<file path="config.mk">
export PLATFORM = sky130hd
export DESIGN_NAME = pattern_generator_stream
export DESIGN_NICKNAME = d
export VERILOG_FILES = /design/src/rtl/pattern_generator_stream_pkg.sv /design/src/rtl/pattern_generator_stream_lfsr.sv /design/src/rtl/pattern_generator_stream.sv
export SDC_FILE = /design/constraint.sdc
export NUM_CORES = 1
export LEC_CHECK = 0
export ABC_AREA = 0
export CORE_MARGIN = 2
export CORE_UTILIZATION = 61
export CTS_BUF_LIST = sky130_fd_sc_hd__clkbuf_8 sky130_fd_sc_hd__clkbuf_16
export DETAILED_ROUTE_END_ITERATION = 8
export PLACE_DENSITY = 0.81
export RECOVER_POWER = 100
export SETUP_SLACK_MARGIN = 0.1
export SYNTH_ARGS = -nofsm -noshare
export SYNTH_HDL_FRONTEND = slang
export SYNTH_SLANG_ARGS = --single-unit
export TNS_END_PERCENT = 5
</file>
<file path="constraint.sdc">
create_clock -name clk -period 6.5 [get_ports clk]
set_clock_uncertainty 0.2 [all_clocks]
set_input_delay 1.3 -clock clk [delete_from_list [all_inputs] [get_ports clk]]
set_output_delay 1.3 -clock clk [all_outputs]
set_load 0.02 [all_outputs]
</file>
<file path="src/rtl/pattern_generator_stream_pkg.sv">
// Shared definitions for the stream test-pattern generator.
//   mode_e       : 3-bit pattern selector driven on the mode port
//   lfsr_taps()  : Galois feedback mask per LFSR width (MSB always set)
//   mode_active(): true for modes that actually emit lines
package pattern_gen_pkg;

    localparam int CB_LOG2_W = 2;

    typedef enum logic [2:0] {
        MODE_DISABLED = 3'd0,
        MODE_COUNT    = 3'd1,
        MODE_CONST    = 3'd2,
        MODE_CHECK    = 3'd3,
        MODE_RAMP     = 3'd4,
        MODE_HBAR     = 3'd5,
        MODE_NOISE    = 3'd6,
        MODE_RSVD     = 3'd7
    } mode_e;

    // Maximal-length right-shift Galois masks. The fallback keeps only the
    // MSB tap, which still makes the step invertible so a non-zero state
    // can never collapse to zero.
    function automatic logic [31:0] lfsr_taps(input int unsigned dw);
        case (dw)
            32'd3:   lfsr_taps = 32'h0000_0006;
            32'd4:   lfsr_taps = 32'h0000_000C;
            32'd5:   lfsr_taps = 32'h0000_0014;
            32'd6:   lfsr_taps = 32'h0000_0030;
            32'd7:   lfsr_taps = 32'h0000_0060;
            32'd8:   lfsr_taps = 32'h0000_00B8;
            32'd9:   lfsr_taps = 32'h0000_0110;
            32'd10:  lfsr_taps = 32'h0000_0240;
            32'd11:  lfsr_taps = 32'h0000_0500;
            32'd12:  lfsr_taps = 32'h0000_0E08;
            32'd13:  lfsr_taps = 32'h0000_1C80;
            32'd14:  lfsr_taps = 32'h0000_3802;
            32'd15:  lfsr_taps = 32'h0000_6000;
            32'd16:  lfsr_taps = 32'h0000_B400;
            32'd24:  lfsr_taps = 32'h00E1_0000;
            32'd32:  lfsr_taps = 32'h8020_0003;
            default: lfsr_taps = 32'd1 << (dw - 32'd1);
        endcase
    endfunction

    function automatic logic mode_active(input mode_e m);
        mode_active = (m != MODE_DISABLED) && (m != MODE_RSVD);
    endfunction

endpackage

</file>
<file path="src/rtl/pattern_generator_stream_lfsr.sv">
// Galois LFSR used for the NOISE pattern.
//   clk, rst : clock, synchronous active-high reset
//   load     : load seed (a zero seed is replaced by 1)
//   seed     : seed value
//   en       : advance one step (ignored while load is high)
//   state    : value the register takes at the next edge, so the caller
//              can register it alongside the pixel it belongs to
module pattern_lfsr
    import pattern_gen_pkg::*;
#(
    parameter int DW = 12
) (
    input  logic          clk,
    input  logic          rst,
    input  logic          load,
    input  logic [DW-1:0] seed,
    input  logic          en,
    output logic [DW-1:0] state
);

    localparam logic [DW-1:0] TAPS = DW'(lfsr_taps(DW));

    logic [DW-1:0] state_q;
    logic [DW-1:0] state_d;

    function automatic logic [DW-1:0] lfsr_step(input logic [DW-1:0] s);
        lfsr_step = (s >> 1) ^ (s[0] ? TAPS : {DW{1'b0}});
    endfunction

    // Next-state selection: load wins over advance.
    always_comb begin
        state_d = state_q;
        if (load) begin
            state_d = (seed == {DW{1'b0}}) ? DW'(1) : seed;
        end else if (en) begin
            state_d = lfsr_step(state_q);
        end else begin
            state_d = state_q;
        end
    end

    // State register.
    always_ff @(posedge clk) begin
        if (rst) begin
            state_q <= DW'(1);
        end else begin
            state_q <= state_d;
        end
    end

    assign state = state_d;

endmodule

</file>
<file path="src/rtl/pattern_generator_stream.sv">
// Sync-driven test-pattern generator with a valid/ready pixel stream.
// Every accepted sync emits one line of H_ACT pixels; f_sync together with
// sync starts a frame and latches the configuration shadow.
//   clk, rst           : clock, synchronous active-high reset
//   f_sync, sync       : frame start (qualified by sync), line start
//   mode .. cb_inv     : pattern configuration (sampled at frame start)
//   pix_data/valid/ready, pix_sol/eol/sof : output stream and line/frame flags
//   line_busy          : a line is being emitted
//   sync_err           : sticky, sync arrived while a line was still running
module pattern_generator_stream
    import pattern_gen_pkg::*;
#(
    parameter int DW    = 12,
    parameter int H_ACT = 1350,
    parameter int V_ACT = 24,
    parameter int DXW   = 2
) (
    input  logic                 clk,
    input  logic                 rst,
    input  logic                 f_sync,
    input  logic                 sync,
    input  logic [2:0]           mode,
    input  logic [DW-1:0]        const_val,
    input  logic [DXW-1:0]       dx,
    input  logic [DXW-1:0]       dy,
    input  logic [CB_LOG2_W-1:0] cb_log2,
    input  logic                 cb_inv,
    output logic [DW-1:0]        pix_data,
    output logic                 pix_valid,
    input  logic                 pix_ready,
    output logic                 pix_sol,
    output logic                 pix_eol,
    output logic                 pix_sof,
    output logic                 line_busy,
    output logic                 sync_err
);

    localparam int XW = $clog2(H_ACT + 1);
    localparam int YW = $clog2(V_ACT + 1);
    localparam logic [XW-1:0] X_LAST = XW'(H_ACT - 1);
    localparam logic [YW-1:0] Y_LAST = YW'(V_ACT - 1);

    // configuration shadow
    mode_e                mode_q,    mode_d;
    logic [DW-1:0]        const_q,   const_d;
    logic [DXW-1:0]       dx_q,      dx_d;
    logic [DXW-1:0]       dy_q,      dy_d;
    logic [CB_LOG2_W-1:0] cb_log2_q, cb_log2_d;
    logic                 cb_inv_q,  cb_inv_d;

    // position / generator state of the pixel currently presented
    logic [XW-1:0] x_q,   x_d;
    logic [YW-1:0] y_q,   y_d;
    logic [DW-1:0] cnt_q, cnt_d;
    logic [DW-1:0] row_q, row_d;
    logic [DW-1:0] acc_q, acc_d;

    // output register
    logic          valid_q, valid_d;
    logic [DW-1:0] data_q,  data_d;
    logic          sol_q,   sol_d;
    logic          eol_q,   eol_d;
    logic          sof_q,   sof_d;
    logic          err_q,   err_d;

    logic          xfer;
    logic          can_start;
    logic          frame_start;
    logic          start;
    mode_e         mode_eff;
    logic          lfsr_load;
    logic          lfsr_en;
    logic [DW-1:0] lfsr_nxt;

    function automatic logic [DW-1:0] pix_value(
        input mode_e                m,
        input logic [XW-1:0]        x,
        input logic [YW-1:0]        y,
        input logic [DW-1:0]        cnt,
        input logic [DW-1:0]        acc,
        input logic [DW-1:0]        noise,
        input logic [DW-1:0]        cval,
        input logic [CB_LOG2_W-1:0] cb,
        input logic                 inv
    );
        logic [3:0] xe;
        logic [3:0] ye;
        logic       cb_bit;
        // tile size tops out at 8, so bits 0..3 of x/y are all that matter
        xe     = 4'(x);
        ye     = 4'(y);
        cb_bit = xe[cb] ^ ye[cb] ^ inv;
        case (m)
            MODE_COUNT: pix_value = cnt;
            MODE_CONST: pix_value = cval;
            MODE_CHECK: pix_value = {DW{cb_bit}};
            MODE_RAMP:  pix_value = acc;
            MODE_HBAR:  pix_value = {DW{y[0]}};
            MODE_NOISE: pix_value = noise;
            default:    pix_value = {DW{1'b0}};
        endcase
    endfunction

    pattern_lfsr #(.DW(DW)) u_lfsr (
        .clk   (clk),
        .rst   (rst),
        .load  (lfsr_load),
        .seed  (const_val),
        .en    (lfsr_en),
        .state (lfsr_nxt)
    );

    // Line acceptance, shadow latch, counters and next output pixel.
    always_comb begin
        x_d       = x_q;
        y_d       = y_q;
        cnt_d     = cnt_q;
        row_d     = row_q;
        acc_d     = acc_q;
        valid_d   = valid_q;
        data_d    = data_q;
        sol_d     = sol_q;
        eol_d     = eol_q;
        sof_d     = sof_q;
        lfsr_load = 1'b0;
        lfsr_en   = 1'b0;

        xfer        = valid_q & pix_ready;
        // a new line may start when idle, or right as the eol pixel leaves
        can_start   = ~valid_q | (xfer & eol_q);
        frame_start = sync & f_sync & can_start;
        // a frame start is judged against the configuration it brings in
        mode_eff    = frame_start ? mode_e'(mode) : mode_q;
        start       = sync & can_start & mode_active(mode_eff);

        mode_d    = mode_eff;
        const_d   = frame_start ? const_val : const_q;
        dx_d      = frame_start ? dx        : dx_q;
        dy_d      = frame_start ? dy        : dy_q;
        cb_log2_d = frame_start ? cb_log2   : cb_log2_q;
        cb_inv_d  = frame_start ? cb_inv    : cb_inv_q;

        if (sync && !can_start) begin
            err_d = 1'b1;
        end else begin
            err_d = err_q;
        end

        if (start) begin
            valid_d = 1'b1;
            sol_d   = 1'b1;
            sof_d   = f_sync;
            x_d     = {XW{1'b0}};
            if (f_sync) begin
                y_d       = {YW{1'b0}};
                cnt_d     = {DW{1'b0}};
                row_d     = const_val;
                acc_d     = const_val;
                lfsr_load = 1'b1;
            end else begin
                y_d     = (y_q == Y_LAST) ? {YW{1'b0}} : y_q + YW'(1);
                // a coincident eol transfer still counts toward the frame
                cnt_d   = cnt_q + DW'(xfer);
                row_d   = row_q + DW'(dy_q);
                acc_d   = row_q + DW'(dy_q);
                lfsr_en = xfer;
            end
        end else if (xfer) begin
            cnt_d   = cnt_q + DW'(1);
            lfsr_en = 1'b1;
            sol_d   = 1'b0;
            sof_d   = 1'b0;
            if (eol_q) begin
                valid_d = 1'b0;
            end else begin
                x_d   = x_q + XW'(1);
                acc_d = acc_q + DW'(dx_q);
            end
        end else begin
            valid_d = valid_q;
        end

        if (start || xfer) begin
            eol_d = valid_d & (x_d == X_LAST);
        end else begin
            eol_d = eol_q;
        end

        if (start || (xfer && !eol_q)) begin
            data_d = pix_value(mode_d, x_d, y_d, cnt_d, acc_d, lfsr_nxt,
                               const_d, cb_log2_d, cb_inv_d);
        end else if (xfer) begin
            data_d = {DW{1'b0}};
        end else begin
            data_d = data_q;
        end
    end

    // State and output registers.
    always_ff @(posedge clk) begin
        if (rst) begin
            mode_q    <= MODE_DISABLED;
            const_q   <= {DW{1'b0}};
            dx_q      <= {DXW{1'b0}};
            dy_q      <= {DXW{1'b0}};
            cb_log2_q <= {CB_LOG2_W{1'b0}};
            cb_inv_q  <= 1'b0;
            x_q       <= {XW{1'b0}};
            y_q       <= {YW{1'b0}};
            cnt_q     <= {DW{1'b0}};
            row_q     <= {DW{1'b0}};
            acc_q     <= {DW{1'b0}};
            valid_q   <= 1'b0;
            data_q    <= {DW{1'b0}};
            sol_q     <= 1'b0;
            eol_q     <= 1'b0;
            sof_q     <= 1'b0;
            err_q     <= 1'b0;
        end else begin
            mode_q    <= mode_d;
            const_q   <= const_d;
            dx_q      <= dx_d;
            dy_q      <= dy_d;
            cb_log2_q <= cb_log2_d;
            cb_inv_q  <= cb_inv_d;
            x_q       <= x_d;
            y_q       <= y_d;
            cnt_q     <= cnt_d;
            row_q     <= row_d;
            acc_q     <= acc_d;
            valid_q   <= valid_d;
            data_q    <= data_d;
            sol_q     <= sol_d;
            eol_q     <= eol_d;
            sof_q     <= sof_d;
            err_q     <= err_d;
        end
    end

    assign pix_data  = data_q;
    assign pix_valid = valid_q;
    assign pix_sol   = sol_q;
    assign pix_eol   = eol_q;
    assign pix_sof   = sof_q;
    assign line_busy = valid_q;
    assign sync_err  = err_q;

endmodule

</file>
# After elaboration in Yosys (flattened, before gate mapping)
# Cells that the tools add are included.
# totals
reg_bits	103
in_bits	27
out_inout_bits	18
# classes
add_sub_neg	6
order_cmp	1
n_eq_ne	9
mux	39
n_bitwise	12
reduce_logical	11
# ops
cell	count
$mux W12	14
$pmux W12 S6	1
$mux W11	3
$add A12 B2 Y12	2
$mux W1	14
$add A12 B1 Y12	1
$add A12 B1 Y12 const B	1
$logic_not A12 Y1	1
$xor A11 B12 Y12	1
$add A11 B1 Y11 const B	1
$eq A11 B11 Y1 const B	1
$mux W5	2
$eq A3 B3 Y1 const B	3
$and A1 B1 Y1	7
$eq A3 B2 Y1 const B	2
$add A5 B1 Y5 const B	1
$eq A5 B5 Y1 const B	1
$bmux W1 S2	2
$mux W4	1
$reduce_bool A2 Y1	2
$eq A3 B1 Y1 const B	1
$logic_and A1 B1 Y1	3
$lt A2 B3 Y1 const B	1
$mux W3	1
8 further kinds	11

# Logic depth before layout (Yosys ltp)
# Gate-level depths: netlist of the first run.
# logic_depth
depth_word	15
mapped_depth	11

# Cells and area by module
# A second synthesis of the first run with hierarchy kept.
# hier_totals
cells_unflattened	765
area_unflattened_um2	6023.3
# modules_own_cells
module	instances	cells_each	area_per_inst_um2
pattern_generator_stream	1	688	5341.4
pattern_lfsr	1	77	681.9

# Worst setup path before layout of the first run
# OpenSTA, ideal clock, no wires.
# synth_path
kind	input port to flip-flop
start	input pix_ready
end	register data_q[2] (netlist: pix_data[2])
setup_time_ns	0.143
arrival_time_ns	3.256
slack_ns	2.901
stages	10
n_path_buf	1
path_cell_list	nand2_2 -> clkinv_1 -> clkbuf_1 -> ha_1 -> ha_1 -> a22oi_1 -> mux2_2 -> nor2_1 -> a2111oi_0 -> a311oi_2
# synth_via
elab_chain_cells	15
# synth_lines
element	line	rtl
start, declared	pattern_generator_stream.sv:30	input logic pix_ready,
$and A1 B1 Y1 (*)	pattern_generator_stream.sv:128	xfer = valid_q & pix_ready;
$and A1 B1 Y1	pattern_generator_stream.sv:130	can_start = ~valid_q | (xfer & eol_q);
$or A1 B1 Y1	pattern_generator_stream.sv:130	
$and A1 B1 Y1	pattern_generator_stream.sv:131	frame_start = sync & f_sync & can_start;
$mux W3	pattern_generator_stream.sv:133	mode_eff = frame_start ? mode_e'(mode) : mode_q;
$ne A3 B3 Y1 / $reduce_bool A3 Y1 (equally long branches)	pattern_generator_stream_pkg.sv:46	mode_active = (m != MODE_DISABLED) && (m != MODE_RSVD);
$logic_and A1 B1 Y1	pattern_generator_stream_pkg.sv:46	
$and A1 B1 Y1	pattern_generator_stream.sv:134	start = sync & can_start & mode_active(mode_eff);
$mux W11 / $mux W4 (equally long branches)	pattern_generator_stream.sv:149	if (start) begin
$bmux W1 S2	pattern_generator_stream.sv:92	cb_bit = xe[cb] ^ ye[cb] ^ inv;
$mux W1 (not written as such)	pattern_generator_stream.sv:92	
$xor A1 B1 Y1 (2 in series)	pattern_generator_stream.sv:92	
$pmux W12 S6	pattern_generator_stream.sv:93	case (m)
$mux W12	pattern_generator_stream.sv:189	if (start || (xfer && !eol_q)) begin
end signal, assigned	pattern_generator_stream.sv:214	data_q <= {DW{1'b0}};
end signal, assigned	pattern_generator_stream.sv:232	data_q <= data_d;
end, declared	pattern_generator_stream.sv:60	logic [DW-1:0] data_q, data_d;
# Every way passes the cells marked *; elsewhere a longest branch is shown, timed or not. The select of a mux whose other input is x is not followed.
# A chain may end at the register's enable or synchronous reset.

# Worst setup path in the final report of the first run
# layout_path
start	input f_sync
end	register data_q[0] (netlist: pix_data[0])
# layout_via
elab_chain_cells	13
# layout_lines
element	line	rtl
start, declared	pattern_generator_stream.sv:20	input logic f_sync,
$and A1 B1 Y1 (2 in series)	pattern_generator_stream.sv:131	
$mux W3	pattern_generator_stream.sv:133	
$ne A3 B3 Y1 / $reduce_bool A3 Y1 (equally long branches)	pattern_generator_stream_pkg.sv:46	
$logic_and A1 B1 Y1	pattern_generator_stream_pkg.sv:46	
$and A1 B1 Y1	pattern_generator_stream.sv:134	
$mux W11 / $mux W4 (equally long branches)	pattern_generator_stream.sv:149	
$bmux W1 S2	pattern_generator_stream.sv:92	
$mux W1 (not written as such)	pattern_generator_stream.sv:92	
$xor A1 B1 Y1 (2 in series)	pattern_generator_stream.sv:92	
$pmux W12 S6	pattern_generator_stream.sv:93	
$mux W12	pattern_generator_stream.sv:189	
# Several ways; a longest one is shown, not always the timed one. The select of a mux whose other input is x is not followed.

==> results of run 1 <==
## metrics by stage
stage	worst slack [ns]	std cells	total power (uW)	hold slack, ns	instance area [um^2]
6_report	1.22	877	1320	0.265	6430
4_1_cts	1.97	877	1330	0.267	6530
3_3_place_gp	1.62	861	932	0.242	6340
5_1_grt	1.02	877	1380	0.303	6430
2_1_floorplan	2.90	721	854	0.236	5880
3_5_place_dp	1.59	861	938	0.252	6340
## Yosys cell counts, types with 10 or more instances
library cell / number
dfxtp_1: 103
nor2_1: 93
nand2_1: 80
a21oi_1: 75
mux2i_1: 27
clkbuf_1: 23
o21ai_0: 22
xnor2_1: 22
nand3_1: 19
nor3_1: 16
xor2_1: 14
and3_1: 13
nor2b_1: 13
o22ai_1: 13
a311oi_2: 11
a22oi_1: 10
inv_1: 10
nand4_1: 10
## layer usage
layer,vias up,global-route usage (%),part of all wire (%)
li1,2649,-,-
met1,2622,42.4,41
met5,-,0,0
met2,278,55.8,46
met4,0,19.7,5.9
met3,74,5.88,7.0
## path summary, 6_finish.rpt
path	endpoint	start	cells after the start	slack, ns
worst max-delay path	pix_data[0]$_SDFFE_PP0P_	f_sync	10	1.22
worst min register to register	pix_sol$_SDFFE_PP0P_	pix_sol$_SDFFE_PP0P_	2	0.27
worst min-delay path	pix_sol$_SDFFE_PP0P_	pix_sol$_SDFFE_PP0P_	2	0.27
worst max register to register	pix_data[0]$_SDFFE_PP0P_	pix_eol$_SDFFE_PP0P_	8	2.46
## flip-flops by register name, indices dropped and copies added, names as in the netlist, 2 cells and up
register	count
pix_data	12
dy_q	2
u_lfsr.state_q	12
x_q	11
mode_q	3
cb_log2_q	2
row_q	12
const_q	12
dx_q	2
acc_q	12
cnt_q	12
y_q	5
## cells by family (layout without fill, tap and decap cells)
| logic type | after synthesis | after routing | share of synthesized area (%) |
|---|---|---|---|
| buffers and inverters | 53 | 80 | 4.19 |
| AND/OR/NAND/NOR | 288 | 288 | 23.6 |
| XOR/XNOR | 36 | 36 | 5.36 |
| multiplexers | 32 | 32 | 5.81 |
| flip-flops | 103 | 103 | 35.1 |
| AO/OA/AOI/OAI | 198 | 198 | 23.4 |
| adder cells (fa/ha/maj) | 11 | 11 | 2.60 |
## worst max-delay path: stages
cell and delay [ns]:
dlygate4sd3_1 0.53, buf_4 0.27, and2_0 0.31, nand2_1 0.81, mux2_4 0.66, o22ai_1 0.21
o31a_1 0.18, a2bb2oi_1 0.31, mux2i_4 0.54, a311oi_1 0.17
## report_power, final
part | switching [uW] | internal (uW) | total, uW | leakage [uW]
combinational | 158 | 86.7 | 245 | 0.00143
sequential | 21.1 | 655 | 677 | 0.000836
clock | 247 | 157 | 403 | 0.0000992
total | 426 | 899 | 1320 | 0.00237
## cell type report
class	instances	area, um^2
Clock buffer	10	138
Clock inverter	6	51.3
Fill cell	776	2850
Inverter	12	45.0
Multi-Input combinational cell	565	3500
Sequential cell	103	2060
Tap cell	129	161
Timing Repair Buffer	52	477
==> impl_results.md, run 1 <==
* Yosys top cell by area: dfxtp_1
* Number of diodes at 0
* FP Rows at 35
* Final period util at 81.2%
* Via count at 5623
* DRT Pass-1 Iters at 6
* Worst min path class: register to register
* Slew Limit Fails at 0
* Period minus WS final at 5.28 ns
* First-pass GRT wire length at 27.4 mm
* # IOs at 45
* Most frequent cells in the layout: dfxtp_1, nor2_1, nand2_1
* TritonCTS Buffers at 9
* Nets at 781
* Slew headroom at 10.3%
* Max Cap Viol at 0
* Pwr per Cell Area at 206 mW/mm^2
* CTS tree: done
* Post-CTS sizing at 0
* Slew @ Worst Pin at 1.35 ns
* Most common cell after layout, fill and taps aside: dfxtp_1
* Synthesized area per cell at 8.16 um^2
* Crit end category: register
* Routability-driven placement congestion ratio at 0.923
* CTS root buf: clkbuf_8
* Initial core utilization at 63.3%
* Crit path DAT at 5.29 ns
* Lkg Pwr at 0.00237 uW
* Status: complete, no violations
* Setup Buffers After CTS at 0
* Core area at 0.00928 mm^2
* DIE HEIGHT at 102 um
* Die X at 102 um
* Layout cells sized above 1 at 6.15%
* Largest net degree at the start of global routing at 49
* Total track usage at 34.1%
* Synthesized netlist cell count at 721
* Count of different cell masters after synthesis at 78
* Number of global-route vias before repair at 5468
* Clk sink count at 103
* Initial DRC Count at 546
* Final hold violation count at 0
* Post-synth ARST share at 0%
* #FFs+latches synth at 103
* Worst EP required at 6.51 ns
* Via density at 6.41
* Post-layout utilization of the core at 69.3%
* CP Launch Type: input pin
* Setup CP Type: input pin to register
* Syn. warnings at 0
* Total wire length at 17.2 mm
* Largest cells by area after synthesis: dfxtp_1, a21oi_1, nor2_1, nand2_1, mux2i_1
* Post-route ant nets at 0
* Prevailing post-synth register cell: dfxtp_1
* PortBufs at 44
* Antenna violations before repair at 0
* Max Fanout on Critical Path at 24
* Worst-path clk slew at 0.11 ns
* Maximum VDD drop at 141 uV
* Bufs on Longest Clock Path at 2
* Die area at 0.0104 mm^2
* DP Wirelength at 12.5 mm
* Post-Syn Nets at 759
* Post-synthesis sequential area ratio at 35.1%
* Max Clock Freq at 0.189 GHz
* Htree depth at 3
* Clock latency on the worst-skew pair at 0.37 ns
* Post-synth EDFFs at 0
* Setup TNS at 0 ns
* DR DRC count at 0
* Post-synth design cell area at 0.00588 mm^2
* Gr ovfl total at 0
* # setup viols final at 0
* CTS Hold Buffers Added at 0
* WL/cell at 19.6 um
* Layout area overhead at 9.34%
* RSZ-0062 raised after global routing: no
* Post-synth top area share at 35.1%
Note: power is estimated with default switching activity, not from simulation.
==> run 2: changes to the inputs <==
CORE_UTILIZATION = 53   (was 61)
PLACE_DENSITY = 0.74   (was 0.81)
clock period = 4.7 ns   (was 6.5 ns; I/O delays follow)
==> impl_results.md, run 2 (synthesized netlist as in run 1, its figures left out) <==
* Status: complete, no violations
* Setup CP Type: input pin to register
* Setup Buffers After CTS at 0 (unchanged)
* WL/cell at 19.2 um (-2.3%)
* Slew @ Worst Pin at 0.827 ns (-0.519 ns)
* Gr ovfl total at 0 (unchanged)
* Post-route ant nets at 0 (unchanged)
* Antenna violations before repair at 0 (unchanged)
* Worst-path clk slew at 0.10 ns (about the same)
* DP Wirelength at 12.5 mm (+0.64%)
* Finished Layout Cells at 898 (+2.4%)
* Via density at 6.25 (-2.6%)
* FP Rows at 38 (+8.6%)
* Pwr per Cell Area at 281 mW/mm^2 (+36%)
* Bufs on Longest Clock Path at 2 (unchanged)
* CTS root buf: clkbuf_8
* Via count at 5610 (-0.23%)
* Number of diodes at 0 (unchanged)
* Worst min path class: register to register
* DR DRC count at 0 (unchanged)
* Final period util at 87.7%
* Post-CTS sizing at 0 (unchanged)
* Initial DRC Count at 630 (+15%)
* First-pass GRT wire length at 26.9 mm (-1.6%)
* Slew headroom at 44.7% (+34 points)
* Most common cell after layout, fill and taps aside: dfxtp_1
* CP Launch Type: input pin
* Largest net degree at the start of global routing at 56 (+14%)
* DIE HEIGHT at 109 um (+7.0%)
* Crit path DAT at 4.15 ns (-1.14 ns)
* Die area at 0.0120 mm^2 (+14%)
* PortBufs at 44 (unchanged)
* Crit end category: register
* Nets at 791 (+1.3%)
* # setup viols final at 0 (unchanged)
* Max Cap Viol at 0 (unchanged)
* Number of global-route vias before repair at 5248 (-4.0%)
* Setup TNS at 0 ns (unchanged)
* Worst EP required at 4.73 ns (-1.78 ns)
* TritonCTS Buffers at 9 (unchanged)
* CTS Hold Buffers Added at 0 (unchanged)
* Core area at 0.0108 mm^2 (+17%)
* Period minus WS final at 4.12 ns
* Die X at 109 um (+7.0%)
* # IOs at 45 (unchanged)
* Final hold violation count at 0 (unchanged)
* CTS tree: done
* Lkg Pwr at 0.00243 uW (+2.6%)
* Fillers at 982 (+27%)
* Layout area overhead at 11.7%
* Routability-driven placement congestion ratio at 0.952 (+3.2%)
* Most frequent cells in the layout: dfxtp_1, nor2_1, nand2_1
* Max Fanout on Critical Path at 12 (-50%)
* Htree depth at 3 (unchanged)
* Clk sink count at 103 (unchanged)
* Placed cell count at 882 (+2.4%)
* Slew Limit Fails at 0 (unchanged)
* Initial core utilization at 54.2% (-9.1 points)
* Clock latency on the worst-skew pair at 0.40 ns (+0.03 ns)
* Max Clock Freq at 0.242 GHz
* RSZ-0062 raised after global routing: no
* Maximum VDD drop at 222 uV (+57%)
* Total wire length at 17.2 mm (about the same)
* DRT Pass-1 Iters at 6 (unchanged)
* Layout cells sized above 1 at 8.05% (+1.9 points)
* Total track usage at 29.5% (-4.6 points)
run 2: cell count changes in the layout (fill, tap and decap cells not counted), moves of 2 or more:
cell             change
a311oi_1             -3
dlygate4sd3_1        +2
clkdlybuf4s50_1      -2
buf_4               +12
a311oi_2             +3
clkbuf_8             +2
clkbuf_1             -2
run 2: area by class of cell:
type | count | area, um^2 | share of cell area (%)
multi-input cells | 565 | 3520 | 53.6
flip-flops and latches | 103 | 2060 | 31.4
repair buffers | 62 | 574 | 8.74
well taps | 140 | 175 | 2.67
clock buffers | 12 | 165 | 2.51
inverters | 12 | 45.0 | 0.686
clock inverters | 4 | 28.8 | 0.438
run 2: path summary, 6_finish.rpt:
kind                        startpoint                   endpoint  slack [ns]  cells after the start
setup / recovery                  sync  pix_data[11]$_SDFFE_PP0P_        0.58                      9
hold / removal    pix_sol$_SDFFE_PP0P_       pix_sol$_SDFFE_PP0P_        0.26                      2
setup reg to reg  line_busy$_SDFF_PP0_  pix_data[11]$_SDFFE_PP0P_        1.32                      8
hold reg to reg   pix_sol$_SDFFE_PP0P_       pix_sol$_SDFFE_PP0P_        0.26                      2
run 2: routing by layer:
layer,global-route usage [%],wire length (um),vias to the layer above
li1,-,-,2669
met1,39.8,7630,2660
met2,46.7,7940,247
met3,7.23,1290,34
met4,9.13,352,0
met5,0,0,-
run 2: stage by stage:
| stage | area (um^2) | worst slack [ns] | hold slack, ns | total power [uW] | utilization (%) |
|---|---|---|---|---|---|
| after CTS | 6630 | 0.797 | 0.265 | 1850 | 61.2 |
| after global placement | 6440 | 0.471 | 0.244 | 1300 | 59.4 |
| after detailed placement | 6440 | 0.415 | 0.249 | 1300 | 59.4 |
| after global routing | 6570 | 0.370 | 0.284 | 1910 | 60.6 |
| final | 6570 | 0.576 | 0.259 | 1850 | 60.6 |
| after floorplan | 5880 | 1.46 | 0.236 | 1180 | - |
run 2: critical path: stages:
cell	delay [ns]
dlygate4sd3_1	0.67
and2_0	0.33
nand2_1	0.22
mux2_1	0.50
nor3_1	0.24
o31a_1	0.18
a2bb2oi_2	0.25
mux2i_4	0.60
a311oi_1	0.21
run 2: where the power goes:
group	total [uW]	switching [uW]	leakage [uW]	internal (uW)
clock	563	326	0.000100	238
combinational	349	219	0.00149	130
sequential	934	27.7	0.000836	906
total	1850	573	0.00243	1270
==> run 3: changes to the inputs <==
SLEW_MARGIN = 30   (was default)
==> results of run 3 <==
Final layout, timing and power as in run 2 (identical DEF).
==> RTL edit 1, RTL diff (config.mk and constraints of run 1) <==
Add an input register stage for `mode`, with the module's reset; this delays it by one clock. The other inputs are not delayed to match.
--- a/src/rtl/pattern_generator_stream.sv
+++ b/src/rtl/pattern_generator_stream.sv
@@ -40,6 +40,16 @@
     localparam logic [XW-1:0] X_LAST = XW'(H_ACT - 1);
     localparam logic [YW-1:0] Y_LAST = YW'(V_ACT - 1);
 
+    logic [2:0] mode_r;
+
+    always_ff @(posedge clk) begin
+        if (rst) begin
+            mode_r <= '0;
+        end else begin
+            mode_r <= mode;
+        end
+    end
+
     // configuration shadow
     mode_e                mode_q,    mode_d;
     logic [DW-1:0]        const_q,   const_d;
@@ -130,7 +140,7 @@
         can_start   = ~valid_q | (xfer & eol_q);
         frame_start = sync & f_sync & can_start;
         // a frame start is judged against the configuration it brings in
-        mode_eff    = frame_start ? mode_e'(mode) : mode_q;
+        mode_eff    = frame_start ? mode_e'(mode_r) : mode_q;
         start       = sync & can_start & mode_active(mode_eff);
 
         mode_d    = mode_eff;
Formal check against the unedited RTL: not equivalent (Yosys sat finds a counterexample within 4 cycles, from zero or initial values and one cycle with rst high).
==> RTL edit 1 against run 1 <==
- the run now ends with max-capacitance violations, max-slew violations left
- routed wire length rose by 8.8%
- critical path depth stayed put
- final area increased by 3.1%
- worst setup slack worse by 0.38 ns
- total power fell by 2.6%
- via count increased by 8.6%
- sequential cell count increased by 3
- combinational power shrank 15%
- register-to-register slack got worse by 0.52 ns
- area after synthesis up 1.2%
- critical path type unchanged
- critical endpoint is now pix_data[3]
- largest cell class unchanged
==> RTL edit 1: results (changes against run 1) <==
* Seq_cells at 106 (+2.9%)
* # fillers at 856 (+10%)
* DRT Pass-1 Iters at 8 (+2)
* Synth unique cells at 69 (-12%)
* RePlAce Congestion at 0.953 (+3.3%)
* Failing checks: max-capacitance violations, max-slew violations
* Met2 routed WL at 8470 um (+6.8%)
* WL final at 18700 um (+8.8%)
* Worst slew pin tran at 3.52 ns (+2.18 ns)
* DR WL met3 at 1830 um (+52%)
* ANT nets after route at 0 (unchanged)
* NumNets Final at 827 (+5.9%)
* FMAX at 0.177 GHz (-6.8%)
* Area occupied by registers at 2120 um2 (+2.9%)
* Skew-Pair Late Insertion Delay at 0.40 ns (+0.03 ns)
* Placed instance count at 911 (+5.8%)
* Worst path arrival time at 5.73 ns (+0.44 ns)
* Status: finished, violations left
* Plain + repair buffers at 56 (+7.7%)
* R2R Setup Slk at 1.94 ns (-0.52 ns)
* Via count at 6105 (+8.6%)
* Largest net degree at the start of global routing at 78 (+59%)
* Post-DP HPWL at 13200 um (+6.1%)
* Synth Net Count at 802 (+5.7%)
* Max-cap viol count at 1 (+1)
* Via count of the first global-routing pass at 5588 (+2.2%)
* Top cells by count, synth: 109 x nand2_1, 106 x dfxtp_1, 83 x a21oi_1
* Cells after synthesis at 764 (+6.0%)
* Tot GR Track Use at 36.4% (+2.3 points)
* CP top delay family: simple AND/OR/NAND/NOR gates
* Slew Limit Fails at 78 (+78)
* Post-synthesis sequential area ratio at 35.6% (+0.58 points)
* Sw Share at 31.3% (-0.80 points)
* Logic power comb at 0.000209 W (-15%)
* Met1 WL at 7620 um (+8.1%)
* Routing usage on met3 at 9.02% (+3.1 points)
* Post-Place Setup Slack at 1.00 ns (-0.584 ns)
* Worst flop-to-flop path startpoint: line_busy
* Worst vdd ir at 0.162 mV (+14%)
* Final Total Pwr at 0.00129 W (-2.6%)
* Inverters, non-clock at 10 (-2)
* Multi-input combinational area share at 54.5% (+0.12 points)
* Met1 Use GR at 47.2% (+4.8 points)
* Seq pwr share at 53.7% (+2.6 points)
* Top post-synthesis cells by area: dfxtp_1 36%, a21oi_1 7.0%, nand2_1 6.9%, nor2_1 5.0%, o21ai_0 3.4%
* Crit Path Max Fanout at 28 (+17%)
* Avg Vias per Cell at 6.59 (+2.7%)
* Layout cells sized above 1 at 5.54% (-0.61 points)
* First-pass GRT wire length at 29300 um (+7.1%)
* Hold WS at 0.263 ns (-0.00248 ns)
* Post-Place Cell Area at 6470 um2 (+2.2%)
RTL edit 1: cell count changes in the layout (fill, tap and decap cells not counted), moves of 7 or more:
cell and change:
nand2_1 +29, o22ai_1 -10, mux2i_1 -7, nor2b_1 -9
o21ai_0 +26, a311oi_1 -9, nor2_1 -16, a22oi_1 -7
a21oi_1 +8, o211ai_1 +9
RTL edit 1: worst reg2reg max path, delay by kind of cell, from the launching register on:
family	cells	cell delay, ns
AOI/OAI and AO/OA	6	2.42
buffers and inverters	2	0.76
DFF	1	0.49
and+or+nand+nor	2	0.55
RTL edit 1: final timing paths:
check / depth (start not counted) / endpoint
setup / recovery: 10 / pix_data[3]
hold / removal: 2 / const_q[3]
setup reg to reg: 10 / pix_data[9]
hold reg to reg: 2 / const_q[3]
RTL edit 1: cell families after synthesis:
kind of cell | synth area share, %
adders and majority gates | 2.56
buffers and inverters | 3.57
muxes | 4.69
and+or+nand+nor | 24.4
xor gates and xnor gates | 5.42
AOI/OAI and AO/OA | 23.7
DFF | 35.6
==> RTL edit 2, RTL diff (flow settings as in run 1) <==
Without the edit above. `DW` is set to 12 in 2 places; all go to 18.
--- a/src/rtl/pattern_generator_stream_lfsr.sv
+++ b/src/rtl/pattern_generator_stream_lfsr.sv
@@ -8,7 +8,7 @@
 module pattern_lfsr
     import pattern_gen_pkg::*;
 #(
-    parameter int DW = 12
+    parameter int DW = 18
 ) (
     input  logic          clk,
     input  logic          rst,
--- a/src/rtl/pattern_generator_stream.sv
+++ b/src/rtl/pattern_generator_stream.sv
@@ -10,7 +10,7 @@
 module pattern_generator_stream
     import pattern_gen_pkg::*;
 #(
-    parameter int DW    = 12,
+    parameter int DW    = 18,
     parameter int H_ACT = 1350,
     parameter int V_ACT = 24,
     parameter int DXW   = 2
Interface: changed (resized const_val and pix_data); port bits go from 45 to 57. The function was not compared with the original's and may differ.
==> RTL edit 2 against run 1 <==
- clock power grew to 2.6 times the old value
- sequential cell count rose by 36
- critical path type unchanged
- hold slack worse by 0.0092 ns
- global-route usage up 0.78 points
- sequential power grew 35%
- routed wire length up 36%
- total power is 73% higher
- area after synthesis up 32%
- via count increased by 37%
- final area rose by 40%
- largest power group is now clock
- worst setup slack got worse by 0.30 ns
==> RTL edit 2: results (changes against run 1) <==
* Non-Filler Instances at 1199 (+37%)
* Area occupied by registers at 2780 um2 (+35%)
* #MultiIn Comb at 773 (+37%)
* Status: complete, no violations
* Met2 routed WL at 10500 um (+33%)
* Hold path startpoint: const_q[6]
* WHS Endpoint: const_q[6]
* RePlAce Congestion at 0.958 (+3.8%)
* WL final at 23400 um (+36%)
* Worst vdd ir at 0.177 mV (+25%)
* Top post-synthesis cells by area: dfxtp_1 36%, nor2_1 6.8%, nand2_1 6.5%, a21oi_1 6.2%, xnor2_1 3.0%
* Synthesized flop and latch total at 139 (+35%)
* Plain + repair buffers at 72 (+38%)
* Largest net degree at the start of global routing at 71 (+45%)
* Crit path launch: pix_ready
* Layout cells sized above 1 at 7.40% (+1.3 points)
* Post-Place Cell Area at 8390 um2 (+32%)
* P_leak at 3.29 nW (+39%)
* DRT Pass-1 Iters at 7 (+1)
* # fillers at 1038 (+34%)
* Final instance area at 9000 um2 (+40%)
* PwrDens at 255 nW/um2 (+24%)
* NumNets Final at 1058 (+35%)
* Crit Path Max Fanout at 33 (+38%)
* Worst flop-to-flop path startpoint: line_busy
* Post-Place Setup Slack at 1.07 ns (-0.517 ns)
* Multi-input combinational area share at 51.7% (-2.7 points)
* Met1 Use GR at 46.8% (+4.4 points)
* FMAX at 0.179 GHz (-5.3%)
* Tot GR Track Use at 34.9% (+0.78 points)
* Met1 WL at 9700 um (+38%)
* CLK BUF at 21 (+11)
* DR WL met3 at 2120 um (+76%)
* First-pass GRT wire length at 36400 um (+33%)
* IO Port Bufs at 56 (+27%)
* Clk network pwr share at 46.4% (+16 points)
* Num CTS Buffers at 17 (+8)
* R2R Path End: pix_data[14]
[RTL edit 2: cell count changes in the layout (fill, tap and decap cells not counted), moves of 14 or more]
cell / run 1 / this run
nand2_1: 81 / 134
nor2_1: 94 / 140
a21oi_1: 75 / 96
o21ai_0: 23 / 37
clkbuf_16: 0 / 17
dfxtp_1: 103 / 139
[RTL edit 2: kinds of logic after synthesis]
kind of cell,Yosys count,share of synthesized area (%)
compound gates,281,25.4
xor+xnor,46,5.18
fa+ha+maj,11,1.96
buf+inv,76,4.25
flops,139,35.8
mux,25,3.30
simple gates,410,24.1
[RTL edit 2: critical path, cell delays in order]
cell           delay, ns
dlygate4sd3_1       0.72
a21boi_4            0.11
nor2_2              0.11
clkbuf_1            1.01
o31ai_1             0.38
nand2_2             0.55
a2111oi_1           0.20
nor4_2              0.42
mux2i_2             0.42
o21ai_4             0.20
a221oi_2            0.27
